===== config.mk =====
export PLATFORM = sky130hd
export DESIGN_NAME = trig_rom_arbiter
export DESIGN_NICKNAME = d
export VERILOG_FILES = /design/src/rtl/trig_rom_arbiter.sv
export SDC_FILE = /design/constraint.sdc
export NUM_CORES = 1
export LEC_CHECK = 0
export CORE_AREA = 2 2 51 89
export DETAILED_ROUTE_END_ITERATION = 7
export DIE_AREA = 0 0 53 91
export PLACE_DENSITY = 0.82
export SLEW_MARGIN = 20
export SYNTH_ARGS = -nofsm -noshare
export SYNTH_HDL_FRONTEND = slang
export SYNTH_SLANG_ARGS = --single-unit

===== constraint.sdc =====
create_clock -name clk_in -period 5.1 [get_ports clk_in]
set_input_delay 1.275 -clock clk_in [delete_from_list [all_inputs] [get_ports clk_in]]
set_output_delay 1.275 -clock clk_in [all_outputs]
set_load 0.1 [all_outputs]

===== src/rtl/trig_rom_arbiter.sv =====
// Round-robin arbiter sharing one sin/cos ROM pair between several requesters.
// Folds angles of 360 and above back into the table range and tags each read so its result returns to the right owner.
module trig_rom_arbiter #(
  parameter int NUM_REQ     = 2,
  parameter int ANGLE_W     = 9,
  parameter int TRIG_W      = 11,
  parameter int ROM_LATENCY = 2
) (
  input  logic                        clk_in,
  input  logic                        rst_in,
  input  logic [NUM_REQ-1:0]          req_in,
  input  logic [NUM_REQ*ANGLE_W-1:0]  angle_in,
  output logic [NUM_REQ-1:0]          gnt_out,
  output logic [ANGLE_W-1:0]          rom_addr_out,
  input  logic signed [TRIG_W-1:0]    rom_cos_in,
  input  logic signed [TRIG_W-1:0]    rom_sin_in,
  output logic [NUM_REQ-1:0]          valid_out,
  output logic signed [TRIG_W-1:0]    cos_out,
  output logic signed [TRIG_W-1:0]    sin_out
);

  localparam int PTR_W = (NUM_REQ > 1) ? $clog2(NUM_REQ) : 1;

  logic [PTR_W-1:0]                ptr;
  logic [PTR_W-1:0]                next_ptr;
  logic [PTR_W:0]                  scan;
  logic                            found;
  logic [ANGLE_W-1:0]              gnt_angle;
  logic [ANGLE_W-1:0]              wrapped_angle;
  logic [ROM_LATENCY:0][NUM_REQ-1:0] tag;

  // Search upward from the pointer, wrapping, and grant the first live request.
  always_comb begin
    gnt_out = '0;
    found   = 1'b0;
    scan    = '0;
    for (int k = 0; k < NUM_REQ; k++) begin
      scan = {1'b0, ptr} + (PTR_W+1)'(k);
      if (scan >= (PTR_W+1)'(NUM_REQ))
        scan = scan - (PTR_W+1)'(NUM_REQ);
      if (!found && req_in[scan[PTR_W-1:0]]) begin
        gnt_out[scan[PTR_W-1:0]] = 1'b1;
        found                    = 1'b1;
      end
    end
    if (rst_in)
      gnt_out = '0;
  end

  always_comb begin
    gnt_angle = '0;
    next_ptr  = ptr;
    for (int i = 0; i < NUM_REQ; i++) begin
      if (gnt_out[i]) begin
        gnt_angle = angle_in[i*ANGLE_W +: ANGLE_W];
        next_ptr  = PTR_W'((i + 1) % NUM_REQ);
      end
    end
  end

  // A 9-bit angle never exceeds 511, so one subtraction brings it into 0..359.
  assign wrapped_angle = (gnt_angle >= ANGLE_W'(360)) ? gnt_angle - ANGLE_W'(360) : gnt_angle;

  always_ff @(posedge clk_in or posedge rst_in) begin
    if (rst_in) begin
      ptr          <= '0;
      rom_addr_out <= '0;
      tag          <= '0;
      valid_out    <= '0;
      cos_out      <= '0;
      sin_out      <= '0;
    end else begin
      ptr <= next_ptr;
      if (|gnt_out)
        rom_addr_out <= wrapped_angle;
      tag       <= {tag[ROM_LATENCY-1:0], gnt_out};
      valid_out <= tag[ROM_LATENCY];
      // The last tag stage lines up with ROM data for that grant.
      if (|tag[ROM_LATENCY]) begin
        cos_out <= rom_cos_in;
        sin_out <= rom_sin_in;
      end
    end
  end

endmodule


==> reports/results.ini, run 1 <==
[route]
drt_iter0_drc = 6
drt_wl_total_mm = 4.28
vias_per_cell = 5.23
dr.pass1.iters = 4
wl_per_cell_um = 16.7
route.detailed.drc = 0
ant_nets = 0
num_vias = 1343

[sta]
layout_min_cycle_time_ns = 4.22
worst_pin_slew_ns = 1.01
clock_skew_ns = 0.00418
setup_viol = 0
hold_viol_final = 0
post-route-period-util_pct = 82.7
max_freq_mhz = 237
setup_ws_ns = 0.883
rsz0062_at_grt = false
setup-tns-final_ns = 0
maxSlewViolCount = 0
slew-limit-headroom_pct = 32.2

[status]
status = completed

[finish]
regArea_sq_um = 1000
antenna_cells = 0
final_cell_mix = clkdlybuf4s50_1 (76), dfrtp_1 (40), mux2_2 (22)
mostFrequentLayoutCell = clkdlybuf4s50_1
multiInputGateArea_sq_um = 706
post-route-util_pct = 66.4
nFillCells = 309
drive_above_1_share_pct = 25.5
area_growth_syn_to_layout_pct = 54.1
nets = 251

[global_route]
grt_max_degree = 27
track_usage_pct = 19.7
grt_remaining_overflow = 0
antenna_found_initial = 0
grt_pass1_vias = 1492
grt_pass1_wl_mm = 6.84

[logic_synthesis]
postSynthCellCount = 124
yosysSeqAreaShare_pct = 57.1
avgSynthCellArea_sq_um = 14.1
syn_area_sq_um = 1750
synth.distinct_cells = 34
yosysWarnings = 0
ys_ff_latch = 40
postSynthNetCount = 168

[clock_network]
clock-root-buffer = clkbuf_8
h-tree-depth = 2
post-cts-setup-buffer-count = 0
postCtsHoldBufs = 0
post_cts_resized = 0
cts_tree = yes
clk_pin_slew_ns = 0.07
clk_path_buf_depth = 2
numCtsBuffers = 5
numClockSinks = 40
clk_latency_ns = 0.29

[die]
fp-row-count = 31
die_h_um = 91
core_area_sq_um = 4070
ioPinCount = 79
start_util_pct = 43.1
die_w_um = 53
die_area_sq_um = 4820

[placement]
gp_congestion = 0.915
hpwl_mm = 3.48
pre_cts_slack_ns = 0.889
portBuffers = 78

[setup_path]
start_kind = input pin
endpoint_kind = output port
ff2ff_path_depth = 5
critPathRequiredTime_ns = 3.83
path_class = input pin to output port
cp.arrival_ns = 2.94
worstPathMaxFanout = 11

[pwr]
power_density_nw_per_um2 = 476
leakage_uw = 0.00111
vdd_ir_drop_max_v = 0.000303

[hold_path]
hold_path.class = flop to flop
hold_path_depth = 0

[run]
maxCapViolCount = 0

worst paths after layout:
check	startpoint	to	slack, ns
max	req_in[1]	gnt_out[0]	0.88
min	tag[3]$_DFF_PP0_	tag[5]$_DFF_PP0_	0.35
max reg2reg	ptr$_DFFE_PP0P_	rom_addr_out[3]$_DFFE_PP0P_	3.19
min reg2reg	tag[3]$_DFF_PP0_	tag[5]$_DFF_PP0_	0.35
max in group asynchronous	rst_in	ptr$_DFFE_PP0P_	2.96
min in group asynchronous	rst_in	sin_out[1]$_DFFE_PP0P_	1.55
Yosys cell counts, drive strengths merged:
cell / count / area share, %
nand3b: 1 / 0.43
a21oi: 1 / 0.29
clkbuf: 3 / 1.2
nor3: 3 / 0.86
a221oi: 1 / 0.86
a22oi: 3 / 1.3
a21o: 1 / 0.43
nand2b: 2 / 0.71
o31ai: 1 / 1.2
nor2b: 2 / 0.71
o21ai: 2 / 0.78
a32oi: 7 / 6.3
inv: 1 / 0.21
o21ba: 1 / 0.57
or2: 2 / 0.71
and3: 1 / 0.43
a221o: 1 / 0.57
nor2: 5 / 1.1
a31oi: 2 / 0.71
nand2: 8 / 1.7
and2b: 6 / 3.2
o211ai: 1 / 0.43
dfrtp: 40 / 57
mux2: 22 / 14
buf: 2 / 1.3
a22o: 2 / 1.0
and2: 1 / 0.36
a21boi: 1 / 1.1
a211oi: 1 / 0.43
registers in the layout (all words and copies together), names as in the netlist:
signal        flops
cos_out          11
sin_out          11
rom_addr_out      9
tag               6
valid_out         2
ptr               1
per-stage QoR:
step	cell area [sq um]	hold WS, ns	instances	power [uW]
6_report	2700	0.350	257	1290
5_1_grt	2700	0.360	257	1330
4_1_cts	2700	0.353	257	1300
3_5_place_dp	2590	0.336	249	1050
3_3_place_gp	2590	0.335	249	1040
2_1_floorplan	1750	0.331	124	877
routing by layer:
layer	global-route usage (%)	vias up	wire length, um
li1	-	619	-
met5	0	-	0
met2	37.2	63	2500
met3	4.93	15	241
met1	16.9	646	1340
met4	11.5	0	205
critical path, stage by stage:
cell and delay, ns:
clkdlybuf4s50_1 0.70, a21boi_4 0.43, and2_1 0.33, buf_12 0.21
where the power goes:
group | internal (uW) | switching, uW | total [uW]
Combinational | 172 | 465 | 637
Clock | 145 | 103 | 248
Sequential | 371 | 29.8 | 401
Total | 688 | 597 | 1290
cell families after synthesis:
logic type / after synthesis / synth area share (%)
AOI/OAI and AO/OA: 25 / 15.9
buffers and inverters: 6 / 2.71
DFF: 40 / 57.1
muxes: 22 / 14.1
and+or+nand+nor: 31 / 10.2
final cells by class:
cell class / count / share of cell area [%]
well taps: 49 / 2.27
repair buffers: 81 / 30.5
multi-input cells: 78 / 26.1
clock inverters: 2 / 1.30
clock buffers: 6 / 2.69
inverters: 1 / 0.139
flip-flops and latches: 40 / 37.0
(Power assumes the default switching activity.)
==> inputs of run 2 (changes only) <==
--- a/config.mk
+++ b/config.mk
@@ -5,10 +5,10 @@
 export SDC_FILE = /design/constraint.sdc
 export NUM_CORES = 1
 export LEC_CHECK = 0
-export CORE_AREA = 2 2 51 89
+export CORE_AREA = 2 2 56 97
 export DETAILED_ROUTE_END_ITERATION = 7
-export DIE_AREA = 0 0 53 91
-export PLACE_DENSITY = 0.82
+export DIE_AREA = 0 0 58 99
+export PLACE_DENSITY = 0.72
 export SLEW_MARGIN = 20
 export SYNTH_ARGS = -nofsm -noshare
 export SYNTH_HDL_FRONTEND = slang
==> constraint.sdc (replaced) <==
create_clock -name clk_in -period 3.4 [get_ports clk_in]
set_input_delay 0.85 -clock clk_in [delete_from_list [all_inputs] [get_ports clk_in]]
set_output_delay 0.85 -clock clk_in [all_outputs]
set_load 0.1 [all_outputs]
==> run 2 against run 1 <==
Final cell count rose by 2.7%. Non-clock buffer count increased by 2. Design area fell by 1.9%. Worst setup slack worse by 0.40 ns. Largest power group unchanged. Highest routed layer unchanged. Sequential share of layout area increased by 0.72 points. Routed wire length shrank 13%. Largest cell class unchanged. Combinational power rose by 45%. First-iteration DRC count grew to 3.3 times the previous value. Critical path depth is the same. Sequential cell count stayed put.
==> reports/results.ini, run 2 (same netlist as run 1, synthesis figures left out) <==
[status]
status = completed

[die]
start_util_pct = 35.5
core_area_sq_um = 4930
die_w_um = 58
ioPinCount = 79
die_area_sq_um = 5740
die_h_um = 99
fp-row-count = 34

[finish]
drive_above_1_share_pct = 43.3
fin_area_sq_um = 2650
antenna_cells = 0
area_growth_syn_to_layout_pct = 51.1
final_cell_mix = clkdlybuf4s50_1 (43), dfrtp_1 (40), buf_4 (38)
nets = 253
largest_registers = cos_out: 11 flops, sin_out: 11 flops, rom_addr_out: 9 flops
mostFrequentLayoutCell = clkdlybuf4s50_1

[route]
ant_nets = 0
dr.pass1.iters = 3
vias_per_cell = 4.88
num_vias = 1289
wl_per_cell_um = 14.1
drt_iter0_drc = 20
drt_wl_total_mm = 3.72
route.detailed.drc = 0

[sta]
slew-limit-headroom_pct = 30.4
worst_pin_slew_ns = 1.04
timing.hold.ws_ns = 0.357
clock_skew_ns = 0.0107
layout_min_cycle_time_ns = 2.91
hold_viol_final = 0
rsz0062_at_grt = false
setup-tns-final_ns = 0
max_freq_mhz = 343
post-route-period-util_pct = 85.7
setup_ws_ns = 0.486
setup_viol = 0
maxSlewViolCount = 0

[clock_network]
clk_latency_ns = 0.29
numClockSinks = 40
clk_pin_slew_ns = 0.08
numCtsBuffers = 5
clock-root-buffer = clkbuf_8
cts_tree = yes
clk_path_buf_depth = 2
h-tree-depth = 2
post_cts_resized = 0
post-cts-setup-buffer-count = 0
postCtsHoldBufs = 0

[pwr]
power_density_nw_per_um2 = 719
fin_total_pwr_uw = 1910
vdd_ir_drop_max_v = 0.000521
leakage_uw = 0.00115

[global_route]
grt_pass1_vias = 1257
grt_max_degree = 43
track_usage_pct = 13.9
grt_pass1_wl_mm = 5.99
grt_remaining_overflow = 0
antenna_found_initial = 0

[setup_path]
crit_end = gnt_out[0]
path_class = input pin to output port
critPathRequiredTime_ns = 2.55
ff2ff_path_depth = 6
start_kind = input pin
reg2reg_from = ptr$_DFFE_PP0P_
reg2reg_to = rom_addr_out[3]$_DFFE_PP0P_
cp.arrival_ns = 2.06
endpoint_kind = output port
worstSetupStartpoint = req_in[0]
reg2reg_setup_slack_ns = 1.61
worstPathMaxFanout = 5

[placement]
portBuffers = 78
place_area_sq_um = 2540
hpwl_mm = 2.91
pre_cts_slack_ns = 0.478
gp_congestion = 0.721

[hold_path]
hold_path.class = flop to flop

[run]
maxCapViolCount = 0

[run 2: cell types whose count changed in the layout (fill, tap and decap cells not counted)]
cell,delta
clkdlybuf4s50_1,-33
buf_4,+35
nor2_1,-1
clkbuf_1,-1
clkinvlp_4,+2
inv_1,-1
nor2_2,+1
[run 2: metrics by stage]
step | util (%) | std cells
floorplan | - | 124
global placement | 51.5 | 256
detailed placement | 51.5 | 256
CTS | 53.7 | 264
global route | 53.7 | 264
finish | 53.7 | 264
[run 2: worst min path at each step]
stage	from	to	depth (start not counted)
floorplan	tag[0]$_DFF_PP0_	tag[2]$_DFF_PP0_	0
CTS	tag[2]$_DFF_PP0_	tag[4]$_DFF_PP0_	0
detailed placement	tag[2]$_DFF_PP0_	tag[4]$_DFF_PP0_	0
finish	tag[2]$_DFF_PP0_	tag[4]$_DFF_PP0_	0
global placement	tag[1]$_DFF_PP0_	tag[3]$_DFF_PP0_	0
global route	tag[2]$_DFF_PP0_	tag[4]$_DFF_PP0_	0
[run 2: final cells by class]
class                           count  area (sq um)
Fill cell                         445          2280
Sequential cell                    40          1000
Timing Repair Buffer               83           756
Multi-Input combinational cell     78           708
Clock buffer                        5          68.8
Tap cell                           54          67.6
Clock inverter                      3          42.5
Inverter                            1          7.51
[run 2: routing by layer]
metal  global-route usage, %  part of all wire (%)  vias up  routed length [um]
met2                    25.7                    56       51                2090
li1                        -                     -      620                   -
met3                    3.81                   6.9        5                 257
met1                    14.0                    35      613                1310
met4                    5.90                   1.8        0                  68
met5                       0                     0        -                   0
[run 2: power by group]
group	switching [uW]	total [uW]	internal (uW)	leakage (uW)
Combinational	691	925	234	0.000613
Clock	167	384	217	0.0000541
Sequential	42.3	599	556	0.000484
Total	900	1910	1010	0.00115
[run 2: critical path, stage by stage]
cell and delay, ns:
clkdlybuf4s50_1 0.54, a21boi_4 0.19, and2_1 0.26, buf_12 0.21
